### src/rtl/pcileech_com_rxgear_if.sv
// RX gearbox bus: PHY-side word stream in, packed 64-bit command stream out.
// master = PHY/consumer side, slave = gearbox.
interface pcileech_com_rxgear_if #(
    parameter int IN_W = 32
);
    logic [IN_W-1:0] in_data;
    logic            in_valid;
    logic            in_ready;
    logic [63:0]     out_data;
    logic            out_valid;
    logic            out_ready;
    logic            out_is_init;

    modport master (
        output in_data, in_valid, out_ready,
        input  in_ready, out_data, out_valid, out_is_init
    );

    modport slave (
        input  in_data, in_valid, out_ready,
        output in_ready, out_data, out_valid, out_is_init
    );
endinterface

### src/rtl/pcileech_com_rxgear.sv
// COM RX gearbox: injects on-board init commands after reset, then packs
// IN_W-bit PHY words into 64-bit commands with an idle timeout on partial words.
module pcileech_com_rxgear #(
    parameter int IN_W        = 32,
    parameter int NUM_INIT    = 5,
    parameter logic [64*((NUM_INIT > 0) ? NUM_INIT : 1)-1:0] INIT_DATA = '0,
    parameter int INIT_DELAY  = 16,
    parameter int TIMEOUT_CYC = 255,
    parameter int CNT_W       = 16
) (
    input  logic                  clk,
    input  logic                  rst,
    pcileech_com_rxgear_if.slave  bus,
    output logic                  init_done,
    output logic [CNT_W-1:0]      stat_drop_cnt,
    output logic [CNT_W-1:0]      stat_word_cnt
);
    localparam int RATIO  = 64 / IN_W;
    localparam int LANE_W = (RATIO > 1) ? $clog2(RATIO) : 1;
    localparam int IDX_W  = (NUM_INIT > 1) ? $clog2(NUM_INIT) : 1;
    localparam int DLY_W  = (INIT_DELAY > 1) ? $clog2(INIT_DELAY) : 1;
    localparam int IDLE_W = (TIMEOUT_CYC > 1) ? $clog2(TIMEOUT_CYC) : 1;

    localparam logic [1:0] S_WAIT = 2'd0;
    localparam logic [1:0] S_INIT = 2'd1;
    localparam logic [1:0] S_RUN  = 2'd2;

    function automatic logic [CNT_W-1:0] sat_inc(input logic [CNT_W-1:0] v);
        return (&v) ? v : v + 1'b1;
    endfunction

    function automatic logic [63:0] init_word(input logic [IDX_W-1:0] k);
        return INIT_DATA[64*k +: 64];
    endfunction

    logic [1:0]        state;
    logic [DLY_W-1:0]  dly;
    logic [IDX_W-1:0]  idx;
    logic [LANE_W-1:0] lane;
    logic [IDLE_W-1:0] idle;
    logic [63:0]       out_data_p1;
    logic              vld_p1;
    logic              is_init_p1;
    logic [CNT_W-1:0]  drop_cnt;
    logic [CNT_W-1:0]  word_cnt;

    logic              in_ready_w;
    logic              accept;
    logic              last_lane;
    logic              timeout_hit;
    logic [63:0]       packed_w;

    assign in_ready_w  = (state == S_RUN) & (~vld_p1 | bus.out_ready);
    assign accept      = bus.in_valid & in_ready_w;
    assign last_lane   = (lane == LANE_W'(RATIO - 1));
    assign timeout_hit = (TIMEOUT_CYC > 0) && (state == S_RUN) && (lane != '0) &&
                         !accept && (idle == IDLE_W'(TIMEOUT_CYC - 1));

    // Stage p0: shift register holding the partial word, oldest word on top
    generate
        if (RATIO > 1) begin : g_pack
            logic [63-IN_W:0] shreg_p0;
            always_ff @(posedge clk) begin
                if (accept) shreg_p0 <= packed_w[63-IN_W:0];
            end
            assign packed_w = {shreg_p0, bus.in_data};
        end else begin : g_pass
            assign packed_w = bus.in_data;
        end
    endgenerate

    // Stage p1: output register shared by injected and packed words
    always_ff @(posedge clk) begin
        if (rst) begin
            state       <= S_WAIT;
            dly         <= '0;
            idx         <= '0;
            lane        <= '0;
            idle        <= '0;
            out_data_p1 <= '0;
            vld_p1      <= 1'b0;
            is_init_p1  <= 1'b0;
            drop_cnt    <= '0;
            word_cnt    <= '0;
        end else begin
            case (state)
                S_WAIT: begin
                    dly <= dly + 1'b1;
                    if (dly == DLY_W'(INIT_DELAY - 1)) begin
                        if (NUM_INIT == 0) begin
                            state <= S_RUN;
                        end else begin
                            state       <= S_INIT;
                            idx         <= '0;
                            out_data_p1 <= init_word('0);
                            vld_p1      <= 1'b1;
                            is_init_p1  <= 1'b1;
                        end
                    end
                end
                S_INIT: begin
                    if (vld_p1 & bus.out_ready) begin
                        if (idx == IDX_W'(NUM_INIT - 1)) begin
                            state      <= S_RUN;
                            vld_p1     <= 1'b0;
                            is_init_p1 <= 1'b0;
                        end else begin
                            idx         <= idx + 1'b1;
                            out_data_p1 <= init_word(idx + 1'b1);
                        end
                    end
                end
                S_RUN: begin
                    if (vld_p1 & bus.out_ready) vld_p1 <= 1'b0;
                    // an accept always beats a coincident timeout
                    if (accept) begin
                        idle <= '0;
                        if (last_lane) begin
                            out_data_p1 <= packed_w;
                            vld_p1      <= 1'b1;
                            lane        <= '0;
                            word_cnt    <= sat_inc(word_cnt);
                        end else begin
                            lane <= lane + 1'b1;
                        end
                    end else if (timeout_hit) begin
                        lane     <= '0;
                        idle     <= '0;
                        drop_cnt <= sat_inc(drop_cnt);
                    end else if ((lane == '0) || (TIMEOUT_CYC == 0)) begin
                        idle <= '0;
                    end else begin
                        idle <= idle + 1'b1;
                    end
                end
                default: state <= S_WAIT;
            endcase
        end
    end

    assign bus.in_ready    = in_ready_w;
    assign bus.out_data    = out_data_p1;
    assign bus.out_valid   = vld_p1;
    assign bus.out_is_init = is_init_p1;
    assign init_done       = (state == S_RUN);
    assign stat_drop_cnt   = drop_cnt;
    assign stat_word_cnt   = word_cnt;
endmodule

### src/flat_wrapper.sv
// flat-port wrapper written by rule: the top's interface ports become plain ports
module pcileech_com_rxgear_flat 
#(
    parameter int IN_W        = 32,
    parameter int NUM_INIT    = 5,
    parameter logic [64*((NUM_INIT > 0) ? NUM_INIT : 1)-1:0] INIT_DATA = '0,
    parameter int INIT_DELAY  = 16,
    parameter int TIMEOUT_CYC = 255,
    parameter int CNT_W       = 16
)
  (clk, rst, init_done, stat_drop_cnt, stat_word_cnt, bus_in_data, bus_in_valid, bus_out_ready, bus_in_ready, bus_out_data, bus_out_valid, bus_out_is_init);
  pcileech_com_rxgear_if #(.IN_W(IN_W)) bus_i ();
  input  logic clk;
  input  logic rst;
  output logic init_done;
  output logic [CNT_W-1:0] stat_drop_cnt;
  output logic [CNT_W-1:0] stat_word_cnt;
  input wire logic [$bits(bus_i.in_data)-1:0] bus_in_data;
  input wire logic [$bits(bus_i.in_valid)-1:0] bus_in_valid;
  input wire logic [$bits(bus_i.out_ready)-1:0] bus_out_ready;
  output wire logic [$bits(bus_i.in_ready)-1:0] bus_in_ready;
  output wire logic [$bits(bus_i.out_data)-1:0] bus_out_data;
  output wire logic [$bits(bus_i.out_valid)-1:0] bus_out_valid;
  output wire logic [$bits(bus_i.out_is_init)-1:0] bus_out_is_init;
  assign bus_i.in_data = bus_in_data;
  assign bus_i.in_valid = bus_in_valid;
  assign bus_i.out_ready = bus_out_ready;
  assign bus_in_ready = bus_i.in_ready;
  assign bus_out_data = bus_i.out_data;
  assign bus_out_valid = bus_i.out_valid;
  assign bus_out_is_init = bus_i.out_is_init;
  pcileech_com_rxgear #(.IN_W(IN_W), .NUM_INIT(NUM_INIT), .INIT_DATA(INIT_DATA), .INIT_DELAY(INIT_DELAY), .TIMEOUT_CYC(TIMEOUT_CYC), .CNT_W(CNT_W)) u_core (.clk(clk), .rst(rst), .bus(bus_i), .init_done(init_done), .stat_drop_cnt(stat_drop_cnt), .stat_word_cnt(stat_word_cnt));
endmodule
### config.mk
export PLATFORM = sky130hd
export DESIGN_NAME = pcileech_com_rxgear_flat
export DESIGN_NICKNAME = d
export VERILOG_FILES = /design/src/rtl/pcileech_com_rxgear_if.sv /design/src/rtl/pcileech_com_rxgear.sv /design/src/flat_wrapper.sv
export SDC_FILE = /design/constraint.sdc
export NUM_CORES = 1
export LEC_CHECK = 0
export BUFFER_PORTS_ARGS = -buffer_cell sky130_fd_sc_hd__clkbuf_2
export CAP_MARGIN = 20
export CORE_UTILIZATION = 30
export CTS_BUF_LIST = sky130_fd_sc_hd__clkbuf_8 sky130_fd_sc_hd__clkbuf_16
export DETAILED_ROUTE_END_ITERATION = 16
export GPL_ROUTABILITY_DRIVEN = 0
export MAX_ROUTING_LAYER = met4
export SYNTH_ARGS = -nofsm -noshare
export SYNTH_HDL_FRONTEND = slang
export SYNTH_SLANG_ARGS = --single-unit
### constraint.sdc
create_clock -name clk -period 2.9 [get_ports clk]
set_clock_uncertainty 0.2 [all_clocks]
set_input_delay 0.145 -clock clk [delete_from_list [all_inputs] [get_ports clk]]
set_output_delay 0.145 -clock clk [all_outputs]
set_load 0.005 [all_outputs]
# Word-level counts from Yosys, hierarchy flattened
# Cells that the tools add are included.
# word_totals
output_inout_bits,100
register_bits,148
# op_classes
shift,1
muxes,28
n_bitwise,9
add_sub_neg,6
n_reduce_logical,18
eq_ne,11
# op_table
op,count
$mux W64,5
$shiftx A320 B10 Y64 const A,1
$pmux W64 S3,1
$add A16 B1 Y16 const B,2
$reduce_and A16 Y1,2
$mux W8,3
$reduce_and A4 Y1,6
$ne A2 B1 Y1 const B,5
$mux W1,9
$mux W3,3
$add A8 B1 Y8 const B,1
$eq A8 B8 Y1 const B,1
$mux W2,3
$pmux W2 S3,1
$pmux W3 S2,1
$reduce_and A6 Y1,1
$not A1 Y1,5
$add A4 B1 Y4 const B,1
$eq A4 B4 Y1 const B,1
$reduce_bool A2 Y1,2
$add A3 B1 Y3 const B,1
$and A1 B1 Y1,3
$eq A3 B3 Y1 const B,1
$logic_and A1 B1 Y1,3
11 further kinds,11

# Logic depth before layout (Yosys ltp)
# logic_depth
depth_word,9
depth_mapped,9

# Worst setup path after synthesis
# Ideal clock, no wire load.
# synth_path
path_kind,register to register
startpoint,reg u_core.vld_p1 (netlist: u_core.bus.out_valid)
endpoint,reg u_core.g_pack.shreg_p0[0] (enable)
period_less_slack_ns,2.635
path_stages_with_launch,4
setup_slack_ns,0.265
n_path_buf,0
setup_time_ns,0.423
t_arrival_ns,2.013
cell_sequence,dfxtp_1 or2b_2 nand2_1 nor2_1
# synth_between
elab_chain_cells,4
# synth_rtl
item,line,text
from (decl),pcileech_com_rxgear.sv:42,logic vld_p1;
from (signal assigned),pcileech_com_rxgear.sv:81,vld_p1 <= 1'b0;
from (signal assigned),pcileech_com_rxgear.sv:96,vld_p1 <= 1'b1;
from (signal assigned),pcileech_com_rxgear.sv:105,vld_p1 <= 1'b0;
$not A1 Y1,pcileech_com_rxgear.sv:53,assign in_ready_w = (state == S_RUN) & (~vld_p1 | bus.out_ready);
$or A1 B1 Y1,pcileech_com_rxgear.sv:53,
$and A1 B1 Y1,pcileech_com_rxgear.sv:53,
$and A1 B1 Y1,pcileech_com_rxgear.sv:54,assign accept = bus.in_valid & in_ready_w;
to (signal assigned),pcileech_com_rxgear.sv:64,if (accept) shreg_p0 <= packed_w[63-IN_W:0];
to (decl),pcileech_com_rxgear.sv:62,logic [63-IN_W:0] shreg_p0;
# Every way passes these cells.
# A chain may end at the register's enable or synchronous reset.

# Worst setup path after layout
# layout_path
startpoint,reg u_core.state[1]
endpoint,reg u_core.out_data_p1[10] (netlist: u_core.bus.out_data[10])
# layout_between
elab_chain_cells,5
# layout_rtl
item,line,text
from (decl),pcileech_com_rxgear.sv:36,logic [1:0] state;
from (signal assigned),pcileech_com_rxgear.sv:75,state <= S_WAIT;
from (signal assigned),pcileech_com_rxgear.sv:91,state <= S_RUN;
from (signal assigned),pcileech_com_rxgear.sv:93,state <= S_INIT;
$eq A2 B2 Y1,"pcileech_com_rxgear.sv:53, pcileech_com_rxgear.sv:86",
$and A1 B1 Y1,pcileech_com_rxgear.sv:53,
$and A1 B1 Y1,pcileech_com_rxgear.sv:54,
$ne A2 B1 Y1 (no source line),n/a,
$reduce_and A6 Y1 (no source line),n/a,
to (signal assigned),pcileech_com_rxgear.sv:95,out_data_p1 <= init_word('0);
to (signal assigned),pcileech_com_rxgear.sv:109,out_data_p1 <= init_word(idx + 1'b1);
to (signal assigned),pcileech_com_rxgear.sv:119,out_data_p1 <= packed_w;
to (decl),pcileech_com_rxgear.sv:41,logic [63:0] out_data_p1;
# Several ways; a longest one is shown, not always the timed one.

==> results.sh <==
export IMPL_antenna_found_initial=0
export IMPL_seq_area_frac_synth=0.556
export IMPL_setup_viol=0
export IMPL_grt_max_degree=65
export IMPL_fin_nets=831
export IMPL_initial_core_util=0.311
export IMPL_status="complete, no violations"
export IMPL_layout_drive_gt1_share=0.248
export IMPL_routed_wl_um=15200
export IMPL_die_h_um=142
export IMPL_leakagePower_nw=2.83
export IMPL_pin_count=136
export IMPL_crit_required_ns=3.06
export IMPL_synthesis_nets=673
export IMPL_grt_setup_unrepaired="no"
export IMPL_endpoint_kind="register"
export IMPL_setup_tns_ns=0
export IMPL_cts_tree="built"
export IMPL_cts_buffers=17
export IMPL_vias_per_cell=4.80
export IMPL_synth_warning_count=0
export IMPL_mostFrequentLayoutCell="clkbuf_2"
export IMPL_min_path_type="in -> reg"
export IMPL_critPathMaxFanout=64
export IMPL_pre_cts_ws_ns=0.402
export IMPL_syn_inst=630
export IMPL_dr_pass1_iters=4
export IMPL_cts_root_buf="clkbuf_16"
export IMPL_slew_headroom=0.526
export IMPL_synth_flop_cell="dfxtp_1"
export IMPL_syn_area_per_cell_um2=9.37
export IMPL_avgRoutedWirePerCell_um=14.3
export IMPL_arrival_ns=2.65
export IMPL_fin_util=0.409
export IMPL_hpwl_um=9470
export IMPL_clkTransAtPathRegs_ns=0.06
export IMPL_row_count=50
export IMPL_htree_levels=4
export IMPL_ant_nets=0
export IMPL_holdPathStages=4
export IMPL_synth_edf_count=32
export IMPL_max_freq_ghz=0.401
export IMPL_r2r_cells=6
export IMPL_place_area_um2=6830
export IMPL_area_growth_pct=31.8
export IMPL_maxCapViolCount=0
export IMPL_grt_use_total=0.157
export IMPL_dr_total_vias=5097
export IMPL_vdd_drop_max_mv=0.369
export IMPL_ys_async_sr_fraction=0
export IMPL_synth_ff_latch_count=148
export IMPL_n_antenna_cell=0
export IMPL_ys_types=53
export IMPL_finalPower_w=0.00455
export IMPL_die_w_um=142
export IMPL_grt_ovfl_total=0
export IMPL_grt_pass1_wl_um=24100
export IMPL_slew_viol_final=0
export IMPL_path_class="reg -> reg"
export IMPL_insertion_delay_ns=0.43
export IMPL_startpoint_type="register"
export IMPL_cts_path_max_buffers=2
export IMPL_die_area_um2=20300
export IMPL_worst_slew_pin_slew_ns=0.711
export IMPL_fillers=1936
export IMPL_hold_viol=0
export IMPL_fin_crit_ns=2.49
export IMPL_grt_pass1_vias=4695
export IMPL_port_buffers=135
export IMPL_fin_crit_sh=0.860
export IMPL_mostFrequentLayoutCells="134 x clkbuf_2, 116 x dfxtp_1, 91 x nand2_1"
export IMPL_finalWorstSetupSlack_ns=0.405
export IMPL_final_area_um2=7780
export IMPL_numClockSinks=148
export IMPL_core_area_um2=19000
export IMPL_syn_cell_area_um2=5910
export IMPL_cts_repair_resized=0
export IMPL_route_detailed_drc=0
export IMPL_powerDensity_nw_per_um2=584
export IMPL_drt_first_iter_violations=401
==> final timing paths <==
| path | startpoint | endpoint | slack [ns] |
|---|---|---|---|
| worst max register to register | u_core.state[1]$_SDFFE_PP0P_ | u_core.bus.out_data[10]$_SDFFE_PP0P_ | 0.41 |
| worst min-delay path | bus_in_valid | u_core.lane$_SDFFE_PP0P_ | 0.05 |
| worst max-delay path | u_core.state[1]$_SDFFE_PP0P_ | u_core.bus.out_data[10]$_SDFFE_PP0P_ | 0.41 |
| worst min register to register | u_core.bus.out_data[59]$_SDFFE_PP0P_ | u_core.bus.out_data[59]$_SDFFE_PP0P_ | 0.25 |
==> timing repair <==
action                                 4_1_cts  5_1_grt
hold buffers                                33        0
buffers inserted                             0        0
endpoints found under the hold margin       84        0
==> Yosys cell counts (2+ instances only) <==
master / n / area [um2]
a311oi_1: 7 / 61.3
nand2_1: 91 / 342
dfxtp_1: 116 / 2320
clkbuf_8: 2 / 27.5
o21ai_0: 11 / 55.1
and3_1: 3 / 18.8
clkbuf_1: 20 / 75.1
nor2_1: 36 / 135
nor3_2: 2 / 20.0
nand3_1: 82 / 410
o31ai_1: 6 / 45.0
inv_1: 5 / 18.8
buf_6: 2 / 22.5
nand4_1: 12 / 75.1
and4_2: 2 / 20.0
edfxtp_1: 32 / 961
nor4_1: 4 / 25.0
xnor2_1: 10 / 87.6
xor2_1: 8 / 70.1
buf_1: 5 / 18.8
nor3_1: 16 / 80.1
ha_1: 7 / 87.6
or3_1: 5 / 31.3
mux2i_1: 3 / 30.0
or3_2: 4 / 30.0
a31oi_1: 4 / 25.0
a21oi_1: 89 / 445
nand2b_1: 2 / 12.5
or4_1: 6 / 45.0
buf_2: 11 / 55.1
and4_1: 5 / 43.8
==> critical path, cell delays in order (launching register included) <==
cell,delay [ns]
dfxtp_1,0.54
nand2b_1,0.31
nor3_1,0.30
or3_2,0.15
buf_4,0.55
nand3_1,0.16
a21oi_1,0.17
==> per-layer routing <==
layer | vias to the layer above | track usage | wire (um)
li1 | 2580 | - | -
met1 | 2396 | 0.194 | 7090
met2 | 106 | 0.244 | 7290
met3 | 15 | 0.0424 | 610
met4 | 0 | 0.0589 | 205
met5 | - | - | 0
==> logic make-up (layout without fill, tap and decap cells) <==
| kind of cell | after synthesis | count (layout) | share of synthesized area |
|---|---|---|---|
| and+or+nand+nor | 282 | 282 | 0.237 |
| muxes | 3 | 3 | 0.00508 |
| AOI/OAI and AO/OA | 125 | 125 | 0.122 |
| xor gates and xnor gates | 18 | 18 | 0.0267 |
| DFF | 148 | 148 | 0.556 |
| adders and majority gates | 7 | 7 | 0.0148 |
| buffers and inverters | 47 | 218 | 0.0388 |
==> registers in the layout, summed over array words and instances (netlist names) <==
| register | cells |
|---|---|
| u_core.bus.out_data | 64 |
| u_core.g_pack.shreg_p0 | 32 |
| u_core.idle | 8 |
| u_core.state | 2 |
| u_core.bus.out_is_init | 1 |
| u_core.idx | 3 |
| u_core.dly | 4 |
| u_core.stat_word_cnt | 16 |
| u_core.stat_drop_cnt | 16 |
| u_core.bus.out_valid | 1 |
| u_core.lane | 1 |
==> through the flow <==
stage / hold slack [ns] / cells
floorplan: 0.0439 / 630
global placement: 0.139 / 996
detailed placement: 0.146 / 996
CTS: 0.0357 / 1061
global route: 0.123 / 1061
finish: 0.0509 / 1061
==> where the power goes <==
part / internal (W) / total, W / switching (W)
Combinational: 0.0000556 / 0.000114 / 0.0000583
Clock: 0.00141 / 0.00232 / 0.000911
Sequential: 0.00211 / 0.00211 / 0.00000424
==> final cells by class <==
class                   count  area (um2)  share of cell area
inverters                   6        22.5             0.00289
clock inverters            13         169              0.0217
clock buffers              19         453              0.0582
repair buffers            180        1120               0.144
multi-input cells         435        2410               0.309
flip-flops and latches    148        3280               0.422
well taps                 260         325              0.0418
(Power assumes the default switching activity.)
